<file path="src/rtl/vga_sync_if.sv">
// Pin-level bundle for the VGA sync decoder: raw sync inputs plus the decoded timing outputs.
// The source side drives the sync pins; the decoder side returns position, measurements and lock status.
interface vga_sync_if;
  logic       hSyncIn;
  logic       vSyncIn;
  logic [9:0] hPos;
  logic [9:0] vPos;
  logic [9:0] lineLen;
  logic [9:0] frameLines;
  logic       frameStart;
  logic       locked;
  logic       syncErr;
  logic [1:0] state_dbg;

  modport master (
    output hSyncIn, vSyncIn,
    input  hPos, vPos, lineLen, frameLines, frameStart, locked, syncErr, state_dbg
  );

  modport slave (
    input  hSyncIn, vSyncIn,
    output hPos, vPos, lineLen, frameLines, frameStart, locked, syncErr, state_dbg
  );
endinterface

</file>
<file path="src/rtl/vga_sync_decoder.sv">
// Measures incoming VGA hsync/vsync timing and locks once enough consecutive frames
// match the nominal line length and line count.
module vga_sync_decoder #(
  parameter int H_TOTAL     = 800,
  parameter int V_TOTAL     = 521,
  parameter int LOCK_FRAMES = 2
) (
  input  logic      Clk,
  input  logic      vgaRst,
  vga_sync_if.slave bus
);

  localparam logic [1:0] SEARCH  = 2'd0;
  localparam logic [1:0] CHECK   = 2'd1;
  localparam logic [1:0] LOCKED  = 2'd2;

  localparam logic [9:0] CNT_MAX   = 10'd1023;
  localparam logic [9:0] H_TOTAL_W = 10'(H_TOTAL);
  localparam logic [9:0] V_TOTAL_W = 10'(V_TOTAL);
  localparam logic [2:0] LOCK_W    = 3'(LOCK_FRAMES);

  // Synchronizer and falling-edge detector flops; sync stages idle high.
  logic h_meta_q, h_sync_q, h_last_q, h_ev_q;
  logic v_meta_q, v_sync_q, v_last_q, v_ev_q;
  logic h_meta_d, h_sync_d, h_last_d, h_ev_d;
  logic v_meta_d, v_sync_d, v_last_d, v_ev_d;

  logic [9:0] h_pos_q, h_pos_d;
  logic [9:0] v_pos_q, v_pos_d;
  logic [9:0] line_len_q, line_len_d;
  logic [9:0] frame_lines_q, frame_lines_d;
  logic       frame_start_q, frame_start_d;
  logic       sync_err_q, sync_err_d;
  logic       locked_q, locked_d;
  logic       line_bad_q, line_bad_d;
  logic [1:0] good_cnt_q, good_cnt_d;
  logic [1:0] state_q, state_d;

  logic       timeout;
  logic [9:0] meas_len;
  logic       len_bad;
  logic       bad_now;
  logic [9:0] frame_len;
  logic       frame_good;
  logic [2:0] good_next;

  always_comb begin
    h_meta_d = bus.hSyncIn;
    h_sync_d = h_meta_q;
    h_last_d = h_sync_q;
    h_ev_d   = h_last_q & ~h_sync_q;
    v_meta_d = bus.vSyncIn;
    v_sync_d = v_meta_q;
    v_last_d = v_sync_q;
    v_ev_d   = v_last_q & ~v_sync_q;
  end

  always_comb begin
    timeout    = (h_pos_q == CNT_MAX);
    meas_len   = timeout ? CNT_MAX : h_pos_q + 10'd1;
    len_bad    = h_ev_q & (meas_len != H_TOTAL_W);
    // The line closing on the same cycle as vsync belongs to the frame being judged.
    bad_now    = line_bad_q | len_bad;
    frame_len  = (v_pos_q == CNT_MAX) ? CNT_MAX : v_pos_q + {9'd0, h_ev_q};
    frame_good = ~bad_now & (frame_len == V_TOTAL_W);
    good_next  = {1'b0, good_cnt_q} + 3'd1;

    h_pos_d       = h_pos_q;
    v_pos_d       = v_pos_q;
    line_len_d    = line_len_q;
    frame_lines_d = frame_lines_q;
    frame_start_d = 1'b0;
    sync_err_d    = 1'b0;
    line_bad_d    = line_bad_q;
    good_cnt_d    = good_cnt_q;
    state_d       = state_q;

    if (h_ev_q) begin
      line_len_d = meas_len;
      h_pos_d    = 10'd0;
    end else if (!timeout) begin
      h_pos_d = h_pos_q + 10'd1;
    end

    if (v_ev_q) begin
      frame_lines_d = frame_len;
      v_pos_d       = 10'd0;
      frame_start_d = 1'b1;
      line_bad_d    = 1'b0;
    end else begin
      if (h_ev_q && (v_pos_q != CNT_MAX)) v_pos_d = v_pos_q + 10'd1;
      line_bad_d = bad_now;
    end

    // A stalled hsync overrides any event seen in the same cycle.
    if (timeout) begin
      state_d    = SEARCH;
      v_pos_d    = 10'd0;
      good_cnt_d = 2'd0;
      sync_err_d = (state_q == LOCKED);
    end else begin
      case (state_q)
        SEARCH: begin
          if (v_ev_q) begin
            state_d    = CHECK;
            good_cnt_d = 2'd0;
          end
        end
        CHECK: begin
          if (v_ev_q) begin
            if (frame_good) begin
              good_cnt_d = (good_cnt_q == 2'd3) ? 2'd3 : good_next[1:0];
              if (good_next == LOCK_W) state_d = LOCKED;
            end else begin
              good_cnt_d = 2'd0;
            end
          end
        end
        LOCKED: begin
          if (len_bad || (v_ev_q && !frame_good)) begin
            sync_err_d = 1'b1;
            state_d    = SEARCH;
          end
        end
        default: state_d = SEARCH;
      endcase
    end

    locked_d = (state_d == LOCKED);
  end

  always_ff @(posedge Clk or negedge vgaRst) begin
    if (!vgaRst) begin
      h_meta_q      <= 1'b1;
      h_sync_q      <= 1'b1;
      h_last_q      <= 1'b1;
      h_ev_q        <= 1'b0;
      v_meta_q      <= 1'b1;
      v_sync_q      <= 1'b1;
      v_last_q      <= 1'b1;
      v_ev_q        <= 1'b0;
      h_pos_q       <= 10'd0;
      v_pos_q       <= 10'd0;
      line_len_q    <= 10'd0;
      frame_lines_q <= 10'd0;
      frame_start_q <= 1'b0;
      sync_err_q    <= 1'b0;
      locked_q      <= 1'b0;
      line_bad_q    <= 1'b0;
      good_cnt_q    <= 2'd0;
      state_q       <= SEARCH;
    end else begin
      h_meta_q      <= h_meta_d;
      h_sync_q      <= h_sync_d;
      h_last_q      <= h_last_d;
      h_ev_q        <= h_ev_d;
      v_meta_q      <= v_meta_d;
      v_sync_q      <= v_sync_d;
      v_last_q      <= v_last_d;
      v_ev_q        <= v_ev_d;
      h_pos_q       <= h_pos_d;
      v_pos_q       <= v_pos_d;
      line_len_q    <= line_len_d;
      frame_lines_q <= frame_lines_d;
      frame_start_q <= frame_start_d;
      sync_err_q    <= sync_err_d;
      locked_q      <= locked_d;
      line_bad_q    <= line_bad_d;
      good_cnt_q    <= good_cnt_d;
      state_q       <= state_d;
    end
  end

  assign bus.hPos       = h_pos_q;
  assign bus.vPos       = v_pos_q;
  assign bus.lineLen    = line_len_q;
  assign bus.frameLines = frame_lines_q;
  assign bus.frameStart = frame_start_q;
  assign bus.locked     = locked_q;
  assign bus.syncErr    = sync_err_q;
  assign bus.state_dbg  = state_q;

endmodule
</file>
<file path="src/flat_wrapper.sv">
// flat-port wrapper written by rule: the top's interface ports become plain ports
module vga_sync_decoder_flat 
#(
  parameter int H_TOTAL     = 800,
  parameter int V_TOTAL     = 521,
  parameter int LOCK_FRAMES = 2
)
  (Clk, vgaRst, bus_hSyncIn, bus_vSyncIn, bus_hPos, bus_vPos, bus_lineLen, bus_frameLines, bus_frameStart, bus_locked, bus_syncErr, bus_state_dbg);
  vga_sync_if bus_i ();
  input  logic Clk;
  input  logic vgaRst;
  input wire logic [$bits(bus_i.hSyncIn)-1:0] bus_hSyncIn;
  input wire logic [$bits(bus_i.vSyncIn)-1:0] bus_vSyncIn;
  output wire logic [$bits(bus_i.hPos)-1:0] bus_hPos;
  output wire logic [$bits(bus_i.vPos)-1:0] bus_vPos;
  output wire logic [$bits(bus_i.lineLen)-1:0] bus_lineLen;
  output wire logic [$bits(bus_i.frameLines)-1:0] bus_frameLines;
  output wire logic [$bits(bus_i.frameStart)-1:0] bus_frameStart;
  output wire logic [$bits(bus_i.locked)-1:0] bus_locked;
  output wire logic [$bits(bus_i.syncErr)-1:0] bus_syncErr;
  output wire logic [$bits(bus_i.state_dbg)-1:0] bus_state_dbg;
  assign bus_i.hSyncIn = bus_hSyncIn;
  assign bus_i.vSyncIn = bus_vSyncIn;
  assign bus_hPos = bus_i.hPos;
  assign bus_vPos = bus_i.vPos;
  assign bus_lineLen = bus_i.lineLen;
  assign bus_frameLines = bus_i.frameLines;
  assign bus_frameStart = bus_i.frameStart;
  assign bus_locked = bus_i.locked;
  assign bus_syncErr = bus_i.syncErr;
  assign bus_state_dbg = bus_i.state_dbg;
  vga_sync_decoder #(.H_TOTAL(H_TOTAL), .V_TOTAL(V_TOTAL), .LOCK_FRAMES(LOCK_FRAMES)) u_core (.Clk(Clk), .vgaRst(vgaRst), .bus(bus_i));
endmodule
</file>
<file path="config.mk">
export PLATFORM = sky130hd
export DESIGN_NAME = vga_sync_decoder_flat
export DESIGN_NICKNAME = d
export VERILOG_FILES = /design/src/rtl/vga_sync_if.sv /design/src/rtl/vga_sync_decoder.sv /design/src/flat_wrapper.sv
export SDC_FILE = /design/constraint.sdc
export NUM_CORES = 1
export LEC_CHECK = 0
export CAP_MARGIN = 10
export CORE_MARGIN = 2
export CORE_UTILIZATION = 56
export CTS_CLUSTER_SIZE = 24
export DETAILED_ROUTE_END_ITERATION = 6
export PLACE_DENSITY = 0.88
export SYNTH_ARGS = -nofsm -noshare
export SYNTH_HDL_FRONTEND = slang
export SYNTH_SLANG_ARGS = --single-unit
</file>
<file path="constraint.sdc">
create_clock -name Clk -period 5.8 [get_ports Clk]
set_input_delay 1.16 -clock Clk [delete_from_list [all_inputs] [get_ports Clk]]
set_output_delay 1.16 -clock Clk [all_outputs]
set_load 0.005 [all_outputs]
</file>
# Word-level counts from Yosys, hierarchy flattened
# Index checks and enable logic that the tools add are counted.
# W data, S select, Z words.
dict set report totals {
  register_bits 56
  inputBits 4
  out_inout_bits 45
  wordCells 76
}
dict set report classes {
  n_addsub 4
  n_eq_ne 13
  n_mux 25
  n_bitwise 8
  n_reduce_logical 8
}
# operator n
set ops {}
lappend ops {{$mux W10} 7}
lappend ops {{$eq A10 B10 Y1 const B} 3}
lappend ops {{$mux W2} 11}
lappend ops {{$add A10 B1 Y10 const B} 2}
lappend ops {{$ne A10 B10 Y1 const B} 2}
lappend ops {{$add A10 B1 Y10} 1}
lappend ops {{$eq A2 B2 Y1 const B} 3}
lappend ops {{$ne A3 B1 Y1 const B} 2}
lappend ops {{$pmux W2 S3} 1}
lappend ops {{$reduce_bool A3 Y1} 2}
lappend ops {{$mux W1} 5}
lappend ops {{$and A1 B1 Y1} 4}
lappend ops {{$pmux W2 S2} 1}
lappend ops {{$add A2 B1 Y3 const B} 1}
lappend ops {{$eq A3 B2 Y1 const B} 1}
lappend ops {{$not A1 Y1} 3}
lappend ops {{$reduce_and A3 Y1} 1}
lappend ops {{$eq A2 B1 Y1 const B} 1}
lappend ops {{$logic_and A1 B1 Y1} 2}
lappend ops {{$logic_not A2 Y1} 1}
lappend ops {{$ne A2 B1 Y1 const B} 1}
lappend ops {{$logic_not A1 Y1} 1}
lappend ops {{$logic_or A1 B1 Y1} 1}
lappend ops {{$or A1 B1 Y1} 1}

# Depth between registers and ports, before layout
dict set report depth {
  ltp_word 14
  depth_mapped 8
}

# Least setup slack after synthesis
# No wires, ideal clock.
dict set report synth_path {
  path_kind {register to register}
  startpoint {register u_core.h_pos_q[0], in the netlist u_core.bus.hPos[0]}
  endpoint {register u_core.state_q[0], in the netlist u_core.bus.state_dbg[0]}
  setup_ns 0.141
  arrival_ns 2.114
  required_ns 5.659
  slack_ns 3.545
  stages_incl_launch_ff 8
  period_less_slack_ns 2.255
  path_cell_list {dfrtp_1 > ha_1 > nand2_1 > or4b_4 > o221a_4 > o31ai_4 > nor3b_2 > a31oi_1}
}
dict set report synth_between {
  elab_chain_len 13
}
# element line
set synth_rtl {}
lappend synth_rtl {{from (decl)} vga_sync_decoder.sv:28} ;# logic [9:0] h_pos_q, h_pos_d;
lappend synth_rtl {{from (signal assigned)} vga_sync_decoder.sv:161} ;# h_pos_q <= h_pos_d;
lappend synth_rtl {{$add A10 B1 Y10 or $eq A10 B10 Y1 (tied branches)} {vga_sync_decoder.sv:60, vga_sync_decoder.sv:59}}
lappend synth_rtl {{$mux W10} vga_sync_decoder.sv:60} ;# meas_len = timeout ? CNT_MAX : h_pos_q + 10'd1;
lappend synth_rtl {{$ne A10 B10 Y1} vga_sync_decoder.sv:61} ;# len_bad = h_ev_q & (meas_len != H_TOTAL_W);
lappend synth_rtl {{$and A1 B1 Y1} vga_sync_decoder.sv:61}
lappend synth_rtl {{$or A1 B1 Y1} vga_sync_decoder.sv:63} ;# bad_now = line_bad_q | len_bad;
lappend synth_rtl {{$not A1 Y1} vga_sync_decoder.sv:65} ;# frame_good = ~bad_now & (frame_len == V_TOTAL_W);
lappend synth_rtl {{$and A1 B1 Y1} vga_sync_decoder.sv:65}
lappend synth_rtl {{$logic_not A1 Y1} vga_sync_decoder.sv:120} ;# if (len_bad || (v_ev_q && !frame_good)) begin
lappend synth_rtl {{$logic_and A1 B1 Y1} vga_sync_decoder.sv:120}
lappend synth_rtl {{$logic_or A1 B1 Y1} vga_sync_decoder.sv:120}
lappend synth_rtl {{$mux W2} vga_sync_decoder.sv:120}
lappend synth_rtl {{$pmux W2 S3} vga_sync_decoder.sv:102} ;# case (state_q)
lappend synth_rtl {{$mux W2 (*)} vga_sync_decoder.sv:96} ;# if (timeout) begin
lappend synth_rtl {{via u_core.state_d[0]} vga_sync_decoder.sv:37} ;# logic [1:0] state_q, state_d;
lappend synth_rtl {{to (signal assigned)} vga_sync_decoder.sv:170} ;# state_q <= state_d;
lappend synth_rtl {{to (decl)} vga_sync_decoder.sv:37}
# The timed path passes the listed nets; every way through them passes the cells marked *.
# A chain may end at the register's enable or synchronous reset.

# Worst setup path in the final report
dict set report layout_path {
  startpoint {register u_core.h_ev_q}
  endpoint {register u_core.locked_q, in the netlist u_core.bus.locked}
}
dict set report layout_between {
  elab_chain_len 11
}
# element line
set layout_rtl {}
lappend layout_rtl {{from (decl)} vga_sync_decoder.sv:23} ;# logic h_meta_q, h_sync_q, h_last_q, h_ev_q;
lappend layout_rtl {{from (signal assigned)} vga_sync_decoder.sv:156} ;# h_ev_q <= h_ev_d;
lappend layout_rtl {{$add A10 B1 Y10 or $and A1 B1 Y1 (tied branches)} {vga_sync_decoder.sv:64, vga_sync_decoder.sv:61}}
lappend layout_rtl {{$mux W10 or $or A1 B1 Y1 (tied branches)} {vga_sync_decoder.sv:64, vga_sync_decoder.sv:63}}
lappend layout_rtl {{$eq A10 B10 Y1 or $not A1 Y1 (tied branches)} vga_sync_decoder.sv:65}
lappend layout_rtl {{$and A1 B1 Y1} vga_sync_decoder.sv:65}
lappend layout_rtl {{$logic_not A1 Y1} vga_sync_decoder.sv:120}
lappend layout_rtl {{$logic_and A1 B1 Y1} vga_sync_decoder.sv:120}
lappend layout_rtl {{$logic_or A1 B1 Y1} vga_sync_decoder.sv:120}
lappend layout_rtl {{$mux W2} vga_sync_decoder.sv:120}
lappend layout_rtl {{$pmux W2 S3 (*)} vga_sync_decoder.sv:102}
lappend layout_rtl {{$mux W2 (*)} vga_sync_decoder.sv:96}
lappend layout_rtl {{$eq A2 B2 Y1 (*)} vga_sync_decoder.sv:129} ;# locked_d = (state_d == LOCKED);
lappend layout_rtl {{via u_core.locked_d} vga_sync_decoder.sv:34} ;# logic locked_q, locked_d;
lappend layout_rtl {{to (signal assigned)} vga_sync_decoder.sv:167} ;# locked_q <= locked_d;
lappend layout_rtl {{to (decl)} vga_sync_decoder.sv:34}
# Marked as above.

==> metrics <==
I/O pin count=49; CTS tree=done; # fillers=331; Final TNS setup=0 ns; Multi-input gate area=1200 um^2; total track usage=21.3%; Pre-Repair DR Iteration Count=4; Yosys reg bits=56; Root Driver=clkbuf_8; Seq. cell area=1410 um^2; status=complete, no violations; layout cells sized above 1=8.57%; port bufs=48; commonest cells after routing, fill and taps aside=dfrtp_1 (50), nor2_1 (47), clkdlybuf4s50_1 (47); die height=73.6 um; WHS Endpoint=u_core.h_last_d$_DFF_PN1_; Die W=73.6 um; largest net degree at the start of global routing=57; max-capacitance violation count=0; ant diodes=0; Reg2Reg Capture Point=u_core.bus.locked$_DFF_PN0_; Cell Area, Synth=2710 um^2; Non-Filler Cell Area, Final=3310 um^2; most common cell after layout, fill and taps aside=dfrtp_1; initial antenna violation count=0; CP Capture Type=register; Hold WC Path Type=reg -> reg; Worst slew margin=19.5%; worst-path fanout max=32; Final setup violation count=0; WHS Path Cells=0; final worst-path cycle share=51.0%; Post-Synthesis Cells=273; Leak=1.41 nW; Hold Vio Cnt, Final=0; gpl congestion=0.884; first-pass GRT wire length=8.85 mm; fmax=338 MHz; crit path DAT=3.16 ns; Post-synth EDFFs=0; syn avg cell area=9.92 um^2; Post-CTS Setup Repair Bufs=0; Max H-tree Level=2; Avg Vias per Cell=5.74; fin nets=322; Worst-Margin Slew=1.20 ns; total gr overflow=0; Area growth syn-to-layout=22.1%; Core Region=4690 um^2; hold bufs inserted after CTS=0; Worst R2R Start=u_core.h_ev_q$_DFF_PN0_; sequential area share after synthesis=52.0%; PD cells=267 nW/um^2; Reg2Reg Setup Slack=2.84 ns; worst skew pair latency=0.31 ns; clk buf depth=2; Clock Sinks=56; cts bufs inserted=5; clk_skew=0.0106 ns; Post-route DRC=0; dpl hpwl=3.71 mm; DR WL/cell=14.5 um; net count after synthesis=281; maximum vdd ir drop=191 uV; DIE AREA=5410 um^2; total detailed-routing wirelength=5.36 mm; post-route ant nets=0; Synth Warn #=0; synth unique cells=46; startpoint types=register; Synth Flop Type=dfrtp_1; minimum clock period=2.96 ns; Max Transition Viols Final=0; asr flop ratio synth=100%; row cnt=25; worst reg2reg path depth=8; DP Area=3200 um^2; vias in the first global route=1877; RSZ-0062 raised after global routing=false; vias=2119; 1st-iter DRT viols=267; Crit Path Class=reg -> reg; Resize count post-CTS=0; Crit path required time=6.00 ns; Worst-path clk slew=0.09 ns; HP Start=u_core.h_meta_q$_DFF_PN1_; Initial Utilization=57.7%
-- Yosys cell counts (2+ instances only) --
cell type	number	area share, %
clkbuf_1	11	1.5
nor3_1	6	1.1
or4_1	4	1.1
buf_2	4	0.74
inv_1	8	1.1
nor2b_1	5	1.2
nor4_1	2	0.46
nor2_1	47	6.5
xnor2_1	9	2.9
and2_1	2	0.46
mux2_2	4	1.7
dfstp_2	6	5.8
nor4b_1	2	0.65
o211ai_1	2	0.55
mux2i_1	3	1.1
nand3_1	12	2.2
o21ai_0	2	0.37
a31oi_1	12	2.8
dfrtp_1	50	46
o21a_1	4	1.1
or3_1	3	0.69
or2_2	2	0.46
nand2_1	22	3.0
and3_1	4	0.92
ha_1	4	1.8
xor2_1	9	2.9
and4_1	3	0.97
a21oi_1	13	2.4
-- worst max path at each step --
stage                                         from                                 to  depth (start not counted)
global placement           u_core.h_ev_q$_DFF_PN0_  u_core.bus.state_dbg[0]$_DFF_PN0_                          7
global route               u_core.h_ev_q$_DFF_PN0_  u_core.bus.state_dbg[1]$_DFF_PN0_                          8
detailed placement         u_core.h_ev_q$_DFF_PN0_        u_core.bus.locked$_DFF_PN0_                          8
floorplan           u_core.bus.hPos[0]$_DFFE_PN0P_  u_core.bus.state_dbg[0]$_DFF_PN0_                          7
CTS                        u_core.h_ev_q$_DFF_PN0_        u_core.bus.locked$_DFF_PN0_                          8
finish                     u_core.h_ev_q$_DFF_PN0_        u_core.bus.locked$_DFF_PN0_                          8
-- per-layer routing --
metal  global-route usage, %  wire (um)  vias up
met5                       0          0        -
met4                    7.88         88        0
met3                    4.25        317        8
met2                    33.6       2610       72
met1                    29.3       2340     1014
li1                        -          -     1025
-- logic make-up (layout without fill, tap and decap cells) --
logic type | Yosys count | in the layout | share of synthesized area [%]
muxes | 7 | 7 | 2.77
DFF | 56 | 56 | 52.0
and+or+nand+nor | 123 | 123 | 23.4
AOI/OAI and AO/OA | 41 | 41 | 10.6
adders and majority gates | 4 | 4 | 1.85
xor gates and xnor gates | 18 | 18 | 5.82
buffers and inverters | 24 | 66 | 3.56
-- power breakdown --
part / total, W / internal, W / switching (W)
combinational: 0.000161 / 0.0000927 / 0.0000683
sequential: 0.000475 / 0.000429 / 0.0000458
clock: 0.000249 / 0.000128 / 0.000120
total: 0.000884 / 0.000650 / 0.000234
-- state kept, by name, indices dropped and copies added (netlist names), 2 cells and up --
register	cells
u_core.bus.lineLen	10
u_core.bus.vPos	10
u_core.bus.frameLines	10
u_core.good_cnt_q	2
u_core.bus.state_dbg	2
u_core.bus.hPos	10
-- layout make-up --
type / count / area share, %
multi-input combinational: 193 / 36.4
inverter: 8 / 0.908
timing repair buffer: 50 / 14.8
clock inverter: 2 / 1.06
sequential: 56 / 42.6
tap: 54 / 2.04
clock buffer: 6 / 2.19
-- worst max-delay path, cell delays in order (launching register included) --
cell	delay, ns
dfrtp_1	1.00
ha_1	0.36
ha_1	0.27
nand3_1	0.14
nor2_1	0.22
nor4_1	0.08
o211ai_1	0.34
o21ai_0	0.18
and4_1	0.25
-- per-stage QoR --
stage | utilization [%] | hold slack (ns) | power, W | worst slack, ns | std cells
6_report | 70.5 | 0.360 | 0.000884 | 2.84 | 369
5_1_grt | 70.5 | 0.367 | 0.000933 | 2.58 | 369
4_1_cts | 70.5 | 0.362 | 0.000893 | 2.87 | 369
3_5_place_dp | 68.2 | 0.349 | 0.000643 | 2.89 | 361
3_3_place_gp | 68.2 | 0.346 | 0.000639 | 2.93 | 361
2_1_floorplan | - | 0.345 | 0.000547 | 3.55 | 273
Note: power is estimated with default switching activity, not from simulation.
